[src/rtl/ctrl_spi_regs.sv]
// ctrl_spi_regs: SPI-loaded shadow control registers with atomic commit to outputs
module ctrl_spi_regs #(
    parameter int NUM_CH = 8,
    parameter int BITS = 8,
    parameter int SYNC_STAGES = 2,
    parameter logic [BITS-1:0] RESET_VAL = '0
) (
    input  logic                   clk,
    input  logic                   reset,
    input  logic                   CTRL_SCLK,
    input  logic                   CTRL_MOSI,
    input  logic                   CTRL_SS_n,
    output logic [NUM_CH*BITS-1:0] ctrl_out,
    output logic                   ctrl_upd,
    output logic                   wr_ack,
    output logic                   frame_err,
    output logic [7:0]             err_cnt
);
    localparam int FRAME_B = 4 + BITS;
    localparam int CW = $clog2(FRAME_B + 2);
    typedef enum logic [1:0] {IDLE, SHIFT, CHECK} state_t;
    state_t state, state_nx;
    logic [SYNC_STAGES:0] sclk_s, mosi_s, ss_s;
    logic [FRAME_B-1:0] sr;
    logic [CW-1:0] cnt;
    logic [BITS-1:0] shadow [NUM_CH];
    logic sclk_rise, ss_rise, ss_fall, mosi_bit, len_ok;
    logic [3:0] addr;
    assign sclk_rise = sclk_s[SYNC_STAGES-1] & ~sclk_s[SYNC_STAGES];
    assign ss_rise = ss_s[SYNC_STAGES-1] & ~ss_s[SYNC_STAGES];
    assign ss_fall = ~ss_s[SYNC_STAGES-1] & ss_s[SYNC_STAGES];
    assign mosi_bit = mosi_s[SYNC_STAGES];
    assign addr = sr[FRAME_B-1 -: 4];
    assign len_ok = cnt == CW'(FRAME_B);
    // synchronisers plus edge-detect flop; zero reset hides a frame already in progress
    always_ff @(posedge clk) begin
        if (reset) begin
            sclk_s <= '0;
            mosi_s <= '0;
            ss_s <= '0;
        end else begin
            sclk_s <= {sclk_s[SYNC_STAGES-1:0], CTRL_SCLK};
            mosi_s <= {mosi_s[SYNC_STAGES-1:0], CTRL_MOSI};
            ss_s <= {ss_s[SYNC_STAGES-1:0], CTRL_SS_n};
        end
    end
    // frame state register
    always_ff @(posedge clk) begin
        state <= reset ? IDLE : state_nx;
    end
    // next state: CHECK lasts one cycle unless a new frame starts right away
    always_comb begin
        state_nx = state;
        if (state == IDLE && ss_fall) state_nx = SHIFT;
        else if (state == SHIFT && ss_rise) state_nx = CHECK;
        else if (state == CHECK) state_nx = ss_fall ? SHIFT : IDLE;
    end
    // shifting, frame evaluation, shadow writes, commits and error counting
    always_ff @(posedge clk) begin
        if (reset) begin
            sr <= '0;
            cnt <= '0;
            for (int k = 0; k < NUM_CH; k++) shadow[k] <= RESET_VAL;
            ctrl_out <= {NUM_CH{RESET_VAL}};
            ctrl_upd <= 1'b0;
            wr_ack <= 1'b0;
            frame_err <= 1'b0;
            err_cnt <= '0;
        end else begin
            ctrl_upd <= 1'b0;
            wr_ack <= 1'b0;
            frame_err <= 1'b0;
            if (state_nx == SHIFT && state != SHIFT) begin
                sr <= '0;
                cnt <= '0;
            end else if (state == SHIFT && sclk_rise) begin
                sr <= {sr[FRAME_B-2:0], mosi_bit};
                if (cnt != CW'(FRAME_B + 1)) cnt <= cnt + CW'(1);
            end
            if (state == CHECK) begin
                if (len_ok && addr < 4'(NUM_CH)) begin
                    for (int k = 0; k < NUM_CH; k++)
                        if (addr == 4'(k)) shadow[k] <= sr[BITS-1:0];
                    wr_ack <= 1'b1;
                end else if (len_ok && addr == 4'hF) begin
                    for (int k = 0; k < NUM_CH; k++) ctrl_out[k*BITS +: BITS] <= shadow[k];
                    ctrl_upd <= 1'b1;
                end else begin
                    frame_err <= 1'b1;
                    if (err_cnt != 8'hFF) err_cnt <= err_cnt + 8'd1;
                end
            end
        end
    end
endmodule

[config.mk]
export PLATFORM = sky130hd
export DESIGN_NAME = ctrl_spi_regs
export DESIGN_NICKNAME = d
export VERILOG_FILES = /design/src/rtl/ctrl_spi_regs.sv
export SDC_FILE = /design/constraint.sdc
export NUM_CORES = 1
export LEC_CHECK = 0
export CAP_MARGIN = 10
export CORE_MARGIN = 1.5
export CORE_UTILIZATION = 35
export CTS_BUF_LIST = sky130_fd_sc_hd__clkbuf_4 sky130_fd_sc_hd__clkbuf_8 sky130_fd_sc_hd__clkbuf_16
export DETAILED_ROUTE_END_ITERATION = 8
export SLEW_MARGIN = 20
export SYNTH_ARGS = -nofsm -noshare
export SYNTH_HDL_FRONTEND = slang
export SYNTH_SLANG_ARGS = --single-unit
[constraint.sdc]
create_clock -name clk -period 4.91 [get_ports clk]
set_input_delay 0.491 -clock clk [delete_from_list [all_inputs] [get_ports clk]]
set_output_delay 0.491 -clock clk [all_outputs]
set_load 0.005 [all_outputs]
; After elaboration in Yosys (flattened, before gate mapping)
; Memory sizes are Yosys's and may differ from the RTL's. A register that Yosys moved wholly into a read port is not among the register bits.
; Index checks and enable logic that the tools add are counted.
[op_classes]
add_sub_neg = 2
multipliers = 0
div = 0
magnitude_cmp = 1
n_eq_ne = 15
shift = 0
muxes = 57
n_bitwise = 17
n_reduce_logical = 14
[op_table]
columns = op, count
row1 = 2-to-1 mux 8 bit, 8
row2 = 2-to-1 mux 1 bit, 46
row3 = "equality test 4 x 3 -> 1 bit, second input constant", 4
row4 = "adder 8 x 1 -> 8 bit, second input constant", 1
row5 = "equality test 4 x 2 -> 1 bit, second input constant", 2
row6 = "equality test 4 bit, second input constant", 2
row7 = "inequality test 8 bit, second input constant", 1
row8 = bitwise OR 1 bit, 8
row9 = logical AND 1 bit, 6
row10 = 2-to-1 mux 2 bit, 3
row11 = NOT 1 bit, 6
row12 = "adder 4 x 1 -> 4 bit, second input constant", 1
row13 = "equality test 2 x 1 -> 1 bit, second input constant", 2
row14 = "equality test 4 x 1 -> 1 bit, second input constant", 1
row15 = zero test 4 bit, 1
row16 = "less-than comparator 4 bit, second input constant", 1
row17 = "inequality test 4 bit, second input constant", 1
row18 = AND reduction 4 bit, 1
row19 = OR reduction 2 bit, 2
row20 = AND 1 bit, 3
row21 = AND reduction 3 bit, 1
row22 = OR reduction 3 bit, 1
row23 = "equality test 2 bit, second input constant", 1
row24 = zero test 2 bit, 1
row25 = other kinds (2), 2
[totals]
reg_bits = 38
latchBits = 0
ramBits = 64
romBits = 0
input_bits = 5
out_inout_bits = 75
elab_cells = 117
n_memories = 1
[memory_table]
columns = name, depth, width, read_ports, rd_ports_with_merged_regs, wr, line_no
row1 = shadow, 8, 8, 8, 8, 8, 26  ; logic [BITS-1:0] shadow [NUM_CH];

; Longest topological paths before layout
; Gate-level depths: netlist of the first run.
[logic_depth]
ltp_word = 9
depth_mapped = 8
mapped_depth_nobuf = 6

; Least setup slack after synthesis of the first run
; OpenSTA, ideal clock, no wires.
[synth_path]
path_kind = reg-to-reg
start = register cnt[0]
end = memory shadow[4][0] (netlist: shadow[1][0]), enable pin
arrival_ns = 1.565
setup_slack_ns = 3.011
stages_incl_launch_ff = 7
path_buffers = 0
period_less_slack_ns = 1.899
path_cell_list = dfxtp_1 inv_1 ha_1 nand3_1 nor3_1 nand3_1 nand2b_1
[synth_rtl]
columns = item, line_no
row1 = start: declaration, 25  ; logic [CW-1:0] cnt;
row2 = start signal: assignment, 78  ; if (cnt != CW'(FRAME_B + 1)) cnt <= cnt + CW'(1);
row3 = end: declaration, 26

==> flow_summary_export.csv, run 1 <==
group,metric,value,unit
die,initial_utilization,36.0,%
worst_setup_path,worstPathRequired,4.99,ns
detailed_routing,routed_wl,13.2,mm
clock_network,ctsHoldBuffers,0,
placed_design,gp_congestion,0.775,
clock_network,cts_root_buf,"clkbuf_16",
flow_run,drv_cap,0,
timing,worst_pin_slew,0.681,ns
detailed_routing,vias_per_cell,4.81,
timing,max_freq,438,MHz
global_route,grt_pass1_vias,4176,
logic_synthesis,syn_inst,595,
clock_network,insertion_delay,0.44,ns
die,rows,47,
layout,nFillCells,1590,
logic_synthesis,ys_seq_area_share,66.2,%
power_and_ir_drop,cellLeakagePower,2.46,nW
hold_path,hold_path.class,"reg -> reg",
clock_network,post_cts_buffers,0,
timing,min_period_over_period,46.5,%
detailed_routing,routedWlPerCell,14.7,um
detailed_routing,drtAntennaViolNets,0,
die,io_pins,80,
global_route,grt_use_total,15.3,%
clock_network,cts_tree,"done",
placed_design,hpwl,8.62,mm
worst_setup_path,worstPathMaxFanout,9,
timing,slew_headroom,54.6,%
die,chipWidth,134,um
timing,drv_slew,0,
status,status,"complete, no violations",
timing,hold_violations,0,
layout,drive_above_1_share,6.92,%
worst_setup_path,cp-start-kind,"flop",
global_route,grt_antenna_before_repair,0,
worst_setup_path,critPathArrivalTime,2.37,ns
timing,finalSetupTns,0,ns
logic_synthesis,ys_ff_latch,166,
power_and_ir_drop,ir_drop,0.253,mV
layout,syn_to_final_growth,26.2,%
timing,grt_setup_unrepaired,"no",
detailed_routing,firstDrtPassIters,4,
placed_design,io_buffers,79,
logic_synthesis,avgSynthCellArea,10.1,sq um
logic_synthesis,syn_nets,604,
detailed_routing,vias,4324,
clock_network,clockBufferDepth,2,
logic_synthesis,yosysUniqueCellTypes,40,
global_route,overflow,0,
clock_network,cts_buffers,17,
layout,nets,675,
timing,finalSetupViolCount,0,
detailed_routing,drc_errors,0,
clock_network,cts_sinks,166,
clock_network,htreeDepth,4,
logic_synthesis,ys_warn_count,0,
worst_setup_path,crit_path_end_kind,"flop",
worst_setup_path,crit_type,"reg -> reg",
clock_network,cts_resized,0,
layout,diodes,0,
layout,final_util,45.4,%
detailed_routing,drt_iter0_drc,232,
timing,skew,0.0178,ns
clock_network,clkTransAtPathRegs,0.07,ns
power_and_ir_drop,power,2.85,mW
power_and_ir_drop,p_per_area,378,nW/um^2
global_route,grt_max_degree,66,
global_route,grt_pass1_wl,21.1,mm
die,die_h,134,um
die,core_area,16600,sq um
logic_synthesis,syn_area,5990,sq um
timing,fin_crit,2.28,ns
die,dieArea,17900,sq um
-- cell usage in the layout (no fill, tap or decap), types with 2 or more instances in the layout --
| cell type | count |
|---|---|
| nand2_1 | 160 |
| dfxtp_1 | 102 |
| a21oi_1 | 83 |
| clkdlybuf4s50_1 | 78 |
| edfxtp_1 | 64 |
| nor2_1 | 55 |
| nand2b_1 | 18 |
| clkbuf_16 | 17 |
| inv_1 | 14 |
| nor2b_1 | 13 |
| nand3_1 | 11 |
| nor4_1 | 4 |
| ha_1 | 4 |
| clkinv_4 | 4 |
| inv_6 | 4 |
| nor3_1 | 3 |
| or3_1 | 3 |
| o31ai_1 | 3 |
| buf_4 | 3 |
| nand4_1 | 2 |
| o31a_1 | 2 |
| o21ai_0 | 2 |
| a211oi_1 | 2 |
| or4_1 | 2 |
| bufinv_16 | 2 |
| inv_8 | 2 |
-- report_power, final --
| group | internal (mW) | switching (mW) |
|---|---|---|
| sequential | 1.45 | 0.0106 |
| clock | 0.778 | 0.571 |
| combinational | 0.0103 | 0.0274 |
-- state kept, by name, indices dropped and copies added (netlist names) --
register and count:
cnt 4, ctrl_out 64, ctrl_upd 1, err_cnt 8, frame_err 1, mosi_s 3, sclk_s 3, shadow 64
sr 12, ss_s 3, state 2, wr_ack 1
-- cell usage after synthesis, drive strengths merged --
cell type	n	area (sq um)
and3	2	17.5
nand3	11	55.1
a2bb2oi	1	15.0
and4bb	1	12.5
o21ai	2	10.0
edfxtp	64	1920
buf	16	72.6
nor2b	13	81.3
a31o	1	8.76
or4b	1	13.8
a21o	1	7.51
inv	15	56.3
nand2b	18	113
o21bai	1	7.51
nand4	2	12.5
nand2	160	601
nor3	4	25.0
nor2	55	206
mux2i	1	10.0
nand3b	1	7.51
and4	1	8.76
nor4	5	37.5
clkbuf	14	52.6
o31a	2	17.5
o31ai	3	22.5
or3	3	18.8
a211oi	2	15.0
mux2	1	11.3
nor3b	1	7.51
xor2	1	8.76
ha	4	50.1
xnor2	1	8.76
or4	2	15.0
dfxtp	102	2040
a21oi	83	415
-- cell type report --
cell class	instances	area [sq um]	area share, %
Clock inverter	14	165	2.19
Clock buffer	18	439	5.81
Sequential cell	166	3960	52.5
Tap cell	220	275	3.64
Timing Repair Buffer	82	808	10.7
Inverter	15	56.3	0.745
Multi-Input combinational cell	384	1850	24.4
-- final timing paths --
kind	startpoint	to	slack [ns]	cells past startpoint
max reg2reg	cnt[0]	shadow[1][10]	2.63	6
min reg2reg	sclk_s[0]	sclk_s[1]	0.43	1
min	sclk_s[0]	sclk_s[1]	0.43	1
max	cnt[0]	shadow[1][10]	2.63	6
-- metal layers --
layer / up-vias / global-route usage [%] / wire (um)
met5: - / 0 / 0
met4: 0 / 6.58 / 177
met3: 13 / 3.78 / 421
met2: 82 / 24.5 / 6510
met1: 2095 / 19.7 / 6070
li1: 2134 / - / -
-- kinds of logic (layout without fill, tap and decap cells) --
family / Yosys count / after routing / share of synthesized area, %
flops: 166 / 166 / 66.2
buf+inv: 45 / 129 / 3.03
xor+xnor: 2 / 2 / 0.293
simple gates: 280 / 280 / 20.6
compound gates: 96 / 96 / 8.67
fa+ha+maj: 4 / 4 / 0.836
mux: 2 / 2 / 0.355
-- critical path: stages (launching register included) --
cell,delay (ns)
dfxtp_1,0.34
inv_1,0.10
ha_1,0.17
nand3_1,0.17
nor3_1,0.40
nand3_1,0.36
nand2b_1,0.40
-- through the flow --
stage / hold slack, ns / instance area [sq um] / setup WS, ns / instances
2_1_floorplan: 0.414 / 5990 / 3.01 / 595
3_3_place_gp: 0.433 / 6950 / 2.68 / 867
3_5_place_dp: 0.420 / 6950 / 2.61 / 867
4_1_cts: 0.435 / 7550 / 2.59 / 899
5_1_grt: 0.459 / 7550 / 2.46 / 899
6_report: 0.435 / 7550 / 2.63 / 899
(Power assumes the default switching activity.)
==> run 2, diff against run 1 <==
==> constraint.sdc (replaced) <==
create_clock -name clk -period 2.3 [get_ports clk]
set_input_delay 0.23 -clock clk [delete_from_list [all_inputs] [get_ports clk]]
set_output_delay 0.23 -clock clk [all_outputs]
set_load 0.005 [all_outputs]
==> run 2 against run 1 <==
  * Setup slack got worse by 2.4 ns
  * Total power rose by 110%
  * Register-to-register slack got worse by 2.4 ns
  * Highest routed layer unchanged
  * Largest power group unchanged
  * Critical path depth did not move
  * Utilization rose by 0.41 points
  * Clock power rose by 110%
  * Critical endpoint is now shadow[1][4]
  * Routed wire length fell by 0.36%
==> flow_summary_export.csv, run 2 (same netlist as run 1, synthesis figures left out) <==
group,metric,value,unit
clock_network,cts_buffers,17,
timing,finalSetupTns,0,ns
timing,hold_violations,0,
global_route,grt_pass1_wl,21.5,mm
hold_path,hold_depth,2,
placed_design,gp_congestion,0.790,
die,initial_utilization,36.0,%
detailed_routing,drc_errors,0,
timing,slew_headroom,58.4,%
global_route,grt_use_met3,3.70,%
clock_network,cts_root_buf,"clkbuf_16",
worst_setup_path,worstPathMaxFanout,8,
clock_network,post_cts_buffers,0,
clock_network,ctsHoldBuffers,0,
worst_setup_path,r2r_slack,0.22,ns
worst_setup_path,worstPathRequired,2.39,ns
layout,final_cell_mix,"160 x nand2_1, 102 x dfxtp_1, 83 x a21oi_1, 78 x clkdlybuf4s50_1, 64 x edfxtp_1",
timing,drv_slew,0,
timing,max_freq,482,MHz
layout,drive_above_1_share,7.83,%
power_and_ir_drop,p_per_area,796,nW/um^2
die,die_h,134,um
hold_path,hold_path.class,"in -> reg",
global_route,use_met1,19.7,%
layout,nFillCells,1547,
detailed_routing,firstDrtPassIters,4,
clock_network,clkTransAtPathRegs,0.06,ns
global_route,grt_use_total,15.5,%
timing,min_period_over_period,90.2,%
detailed_routing,vias_per_cell,4.78,
timing,worst_pin_slew,0.624,ns
layout,reg.largest.list,"ctrl_out x64, shadow x64, sr x12",
worst_setup_path,r2r_start,"cnt[0]",
power_and_ir_drop,ir_drop,0.564,mV
worst_setup_path,critPathArrivalTime,2.16,ns
timing,layout_setup_ws,0.225,ns
global_route,grt_pass1_vias,4256,
timing,skew,0.00857,ns
power_and_ir_drop,cellLeakagePower,2.50,nW
worst_setup_path,worst-path-buf-inv,1,
worst_setup_path,crit_path_frequent_cell,"nand3_1",
placed_design,hpwl,8.99,mm
global_route,met2_usage,25.1,%
flow_run,drv_cap,0,
hold_path,hp-start,"reset",
worst_setup_path,crit_path_cell_trace,"inv_1 > ha_1 > nand3_1 > nor3_1 > nand3_1 > nand2b_1",
placed_design,dp_worst_setup_slack,0.225,ns
clock_network,htreeDepth,4,
layout,diodes,0,
die,io_pins,80,
layout,nets,686,
clock_network,cts_sinks,166,
clock_network,insertion_delay,0.43,ns
status,status,"complete, no violations",
worst_setup_path,cpLargestDelayFamily,"simple AND/OR/NAND/NOR gates",
timing,finalSetupViolCount,0,
placed_design,io_buffers,79,
worst_setup_path,crit_type,"reg -> reg",
die,chipWidth,134,um
clock_network,clockBufferDepth,2,
worst_setup_path,crit_path_end_kind,"flop",
die,rows,47,
die,dieArea,17900,sq um
detailed_routing,drtAntennaViolNets,0,
die,core_area,16600,sq um
worst_setup_path,r2r_end,"shadow[1][4]",
global_route,grt_antenna_before_repair,0,
worst_setup_path,cp_slowest_cell,"nor3_1",
timing,fin_crit,2.08,ns
detailed_routing,routedWlPerCell,14.4,um
worst_setup_path,ff2ff_path_depth,6,
clock_network,cts_tree,"done",
timing,grt_setup_unrepaired,"no",
detailed_routing,routed_wl,13.1,mm
clock_network,cts_resized,0,
detailed_routing,vias,4353,
worst_setup_path,cpPeakStageDelay,0.42,ns
worst_setup_path,cp-start-kind,"flop",
global_route,grt.busiest_layer,"met2",
global_route,overflow,0,
global_route,grt_max_degree,37,
hold_path,hold_end,"ss_s[0]",
layout,final_common_cell,"nand2_1",
layout,syn_to_final_growth,27.3,%
detailed_routing,drt_iter0_drc,290,
[run 2: changes by cell type in the layout (fill, tap and decap cells not counted), moves of 2 or more]
| cell | delta |
|---|---|
| inv_8 | -2 |
| clkbuf_4 | +2 |
| inv_6 | -2 |
| buf_4 | +11 |
| clkinv_4 | -2 |
| clkinv_1 | +3 |
[run 2: worst max path at each step]
| stage | from | end | slack [ns] | depth (start not counted) |
|---|---|---|---|---|
| final | cnt[0] | shadow[1][4] | 0.22 | 6 |
| after floorplan | cnt[0] | shadow[1][0] | 0.40 | 6 |
| after global placement | cnt[0] | shadow[1][7] | 0.31 | 6 |
| after detailed placement | cnt[0] | shadow[1][0] | 0.23 | 6 |
| after CTS | cnt[0] | shadow[1][3] | 0.21 | 6 |
| after global routing | cnt[1] | shadow[1][4] | 0.03 | 6 |
[run 2: area by class of cell]
| class | count | area [sq um] | share of cell area [%] |
|---|---|---|---|
| flip-flops and latches | 166 | 3960 | 52.0 |
| repair buffers | 93 | 891 | 11.7 |
| inverters | 15 | 56.3 | 0.739 |
| clock buffers | 19 | 440 | 5.78 |
| well taps | 220 | 275 | 3.61 |
| multi-input cells | 384 | 1840 | 24.2 |
| clock inverters | 13 | 154 | 2.02 |
[run 2: layer usage]
layer,vias to the layer above,part of all wire (%)
met5,-,0
met4,0,2.4
met3,24,4.5
met2,99,49
met1,2082,44
li1,2148,-
[run 2: through the flow]
stage                     cell area [sq um]  hold WS [ns]  total power, mW  util (%)  cells
after floorplan                        5990         0.358             3.24         -    595
after global placement                 7030         0.430             3.28      42.2    878
after detailed placement               7030         0.434             3.28      42.2    878
after CTS                              7620         0.303             6.13      45.8    910
after global routing                   7620         0.343             6.26      45.8    910
final                                  7620         0.320             6.07      45.8    910
[run 2: worst register-to-register path: stages (launching register included)]
cell,delay (ns)
dfxtp_1,0.33
inv_1,0.10
ha_1,0.18
nand3_1,0.17
nor3_1,0.42
nand3_1,0.21
nand2b_1,0.33
[run 2: power breakdown]
group	switching (mW)	leakage, nW	internal, mW
logic	0.0594	0.770	0.0241
clock network	1.13	0.287	1.72
registers	0.0228	1.44	3.11
==> run 3, diff against run 2 <==
--- a/config.mk
+++ b/config.mk
@@ -6,7 +6,7 @@
 export NUM_CORES = 1
 export LEC_CHECK = 0
 export CAP_MARGIN = 10
-export CORE_MARGIN = 1.5
+export CORE_MARGIN = 8
 export CORE_UTILIZATION = 35
 export CTS_BUF_LIST = sky130_fd_sc_hd__clkbuf_4 sky130_fd_sc_hd__clkbuf_8 sky130_fd_sc_hd__clkbuf_16
 export DETAILED_ROUTE_END_ITERATION = 8
==> run 3 against run 2 <==
  * Clock power down 10%
  * Critical endpoint is now shadow[0][24]
  * Global-route usage down 2.9 points
  * Utilization down 1.2 points
  * Register-to-register slack better by 0.03 ns
  * Sequential cell count unchanged
  * Hold slack worse by 0.020 ns
  * Sequential share of layout area up 0.30 points
  * Highest routed layer unchanged
  * Fmax up 1.5%
  * Via count down 0.83%
  * First-iteration DRC count down 27%
  * Clock-buffer cell count down 1
==> flow_summary_export.csv, run 3 (same netlist as run 1, synthesis figures left out) <==
group,metric,value,unit
clock_network,cts_buffers,17,
detailed_routing,drc_errors,0,
worst_setup_path,worstPathMaxFanout,8,
die,chipWidth,147,um
clock_network,insertion_delay,0.42,ns
detailed_routing,routedWlPerCell,14.3,um
timing,slew_headroom,53.2,%
layout,final_common_cell,"nand2_1",
hold_path,hp-start,"reset",
power_and_ir_drop,p_int,4.54,mW
flow_run,drv_cap,0,
die,core_area,17000,sq um
layout,layout.cells.non_filler,912,
layout,diodes,0,
detailed_routing,drt_iter0_drc,212,
worst_setup_path,crit_start,"cnt[0]",
worst_setup_path,critPathArrivalTime,2.13,ns
layout,reg.largest.list,"ctrl_out x64, shadow x64, sr x12",
detailed_routing,firstDrtPassIters,4,
clock_network,cts_root_buf,"clkbuf_16",
timing,min_period_over_period,88.9,%
timing,grt_setup_unrepaired,"no",
global_route,grt_antenna_before_repair,0,
power_and_ir_drop,combPwrFrac,1.4,%
placed_design,io_buffers,79,
power_and_ir_drop,p_sw,1.23,mW
clock_network,post_cts_buffers,0,
die,initial_utilization,35.2,%
status,status,"complete, no violations",
hold_path,hold_path.class,"in -> reg",
timing,drv_slew,0,
power_and_ir_drop,swShare,21.3,%
clock_network,clockBufferDepth,2,
clock_network,cts_sinks,166,
detailed_routing,vias,4317,
layout,syn_to_final_growth,26.6,%
detailed_routing,routed_wl,13.1,mm
power_and_ir_drop,cellLeakagePower,2.47,nW
power_and_ir_drop,ir_drop,0.550,mV
timing,skew,0.0110,ns
worst_setup_path,worstPathRequired,2.38,ns
clock_network,clkTransAtPathRegs,0.06,ns
timing,finalSetupViolCount,0,
die,rows,48,
global_route,grt_pass1_vias,4385,
worst_setup_path,cp-start-kind,"flop",
clock_network,ctsHoldBuffers,0,
layout,regArea,3960,sq um
layout,final_cell_mix,"160 x nand2_1, 102 x dfxtp_1, 83 x a21oi_1, 78 x clkdlybuf4s50_1, 64 x edfxtp_1",
layout,drive_above_1_share,7.71,%
timing,hold_violations,0,
die,dieArea,21500,sq um
worst_setup_path,crit_path_end_kind,"flop",
global_route,grt_use_total,12.6,%
worst_setup_path,r2r_start,"cnt[0]",
clock_network,cts_tree,"done",
timing,worst_pin_slew,0.702,ns
global_route,grt_max_degree,66,
timing,fin_crit,2.05,ns
power_and_ir_drop,pwr-share-clk,44.4,%
power_and_ir_drop,p_per_area,761,nW/um^2
placed_design,dp.cells,880,
die,io_pins,80,
placed_design,gp_congestion,0.770,
detailed_routing,drtAntennaViolNets,0,
layout,nets,683,
die,die_h,147,um
layout,nFillCells,1606,
global_route,overflow,0,
timing,max_freq,489,MHz
layout,multi_input_area,1850,sq um
placed_design,hpwl,8.99,mm
power_and_ir_drop,power_frac_seq,54.2,%
global_route,grt_pass1_wl,21.6,mm
timing,finalSetupTns,0,ns
worst_setup_path,crit_type,"reg -> reg",
clock_network,htreeDepth,4,
detailed_routing,vias_per_cell,4.73,
clock_network,cts_resized,0,
==> run 3: path summary, 6_finish.rpt <==
kind | endpoint | slack (ns) | depth (start not counted)
setup / recovery | shadow[0][24] | 0.25 | 6
setup reg to reg | shadow[0][24] | 0.25 | 6
hold / removal | frame_err | 0.30 | 2
hold reg to reg | ss_s[1] | 0.44 | 1
==> run 3: through the flow <==
step | setup WS (ns) | hold WS (ns) | area [sq um] | power (mW) | util (%)
after floorplan | 0.401 | 0.358 | 5990 | 3.24 | -
after global placement | 0.330 | 0.424 | 7040 | 3.27 | 41.4
after detailed placement | 0.263 | 0.428 | 7040 | 3.28 | 41.4
after CTS | 0.234 | 0.296 | 7570 | 5.84 | 44.6
after global routing | 0.104 | 0.342 | 7580 | 5.97 | 44.6
final | 0.255 | 0.300 | 7580 | 5.77 | 44.6
==> run 3: layer usage <==
metal  wire [um]  GRT usage, %  part of all wire (%)
met5           0             0                     0
met4         269          5.51                   2.1
met3         667          4.00                   5.1
met2        6670          22.4                    51
met1        5450          13.5                    42
==> run 3: power by group through the flow <==
stage	registers, mW	logic, mW	clock network (mW)
6_report	3.13	0.0815	2.56
5_1_grt	3.13	0.0917	2.75
2_1_floorplan	3.18	0.0584	0
3_3_place_gp	3.19	0.0787	0
4_1_cts	3.13	0.0827	2.63
3_5_place_dp	3.19	0.0824	0
==> run 3: worst max-delay path, cell delays in order, from the launching register on <==
cell,delay [ns]
dfxtp_1,0.35
inv_1,0.10
ha_1,0.17
nand3_1,0.18
nor4_2,0.39
nand3_1,0.19
nand2b_1,0.33
==> run 3: area by class of cell <==
type / instances / share of cell area, %
Inverter: 15 / 0.743
Tap cell: 225 / 3.71
Timing Repair Buffer: 90 / 11.8
Clock buffer: 18 / 5.79
Multi-Input combinational cell: 384 / 24.4
Sequential cell: 166 / 52.3
Clock inverter: 14 / 1.30
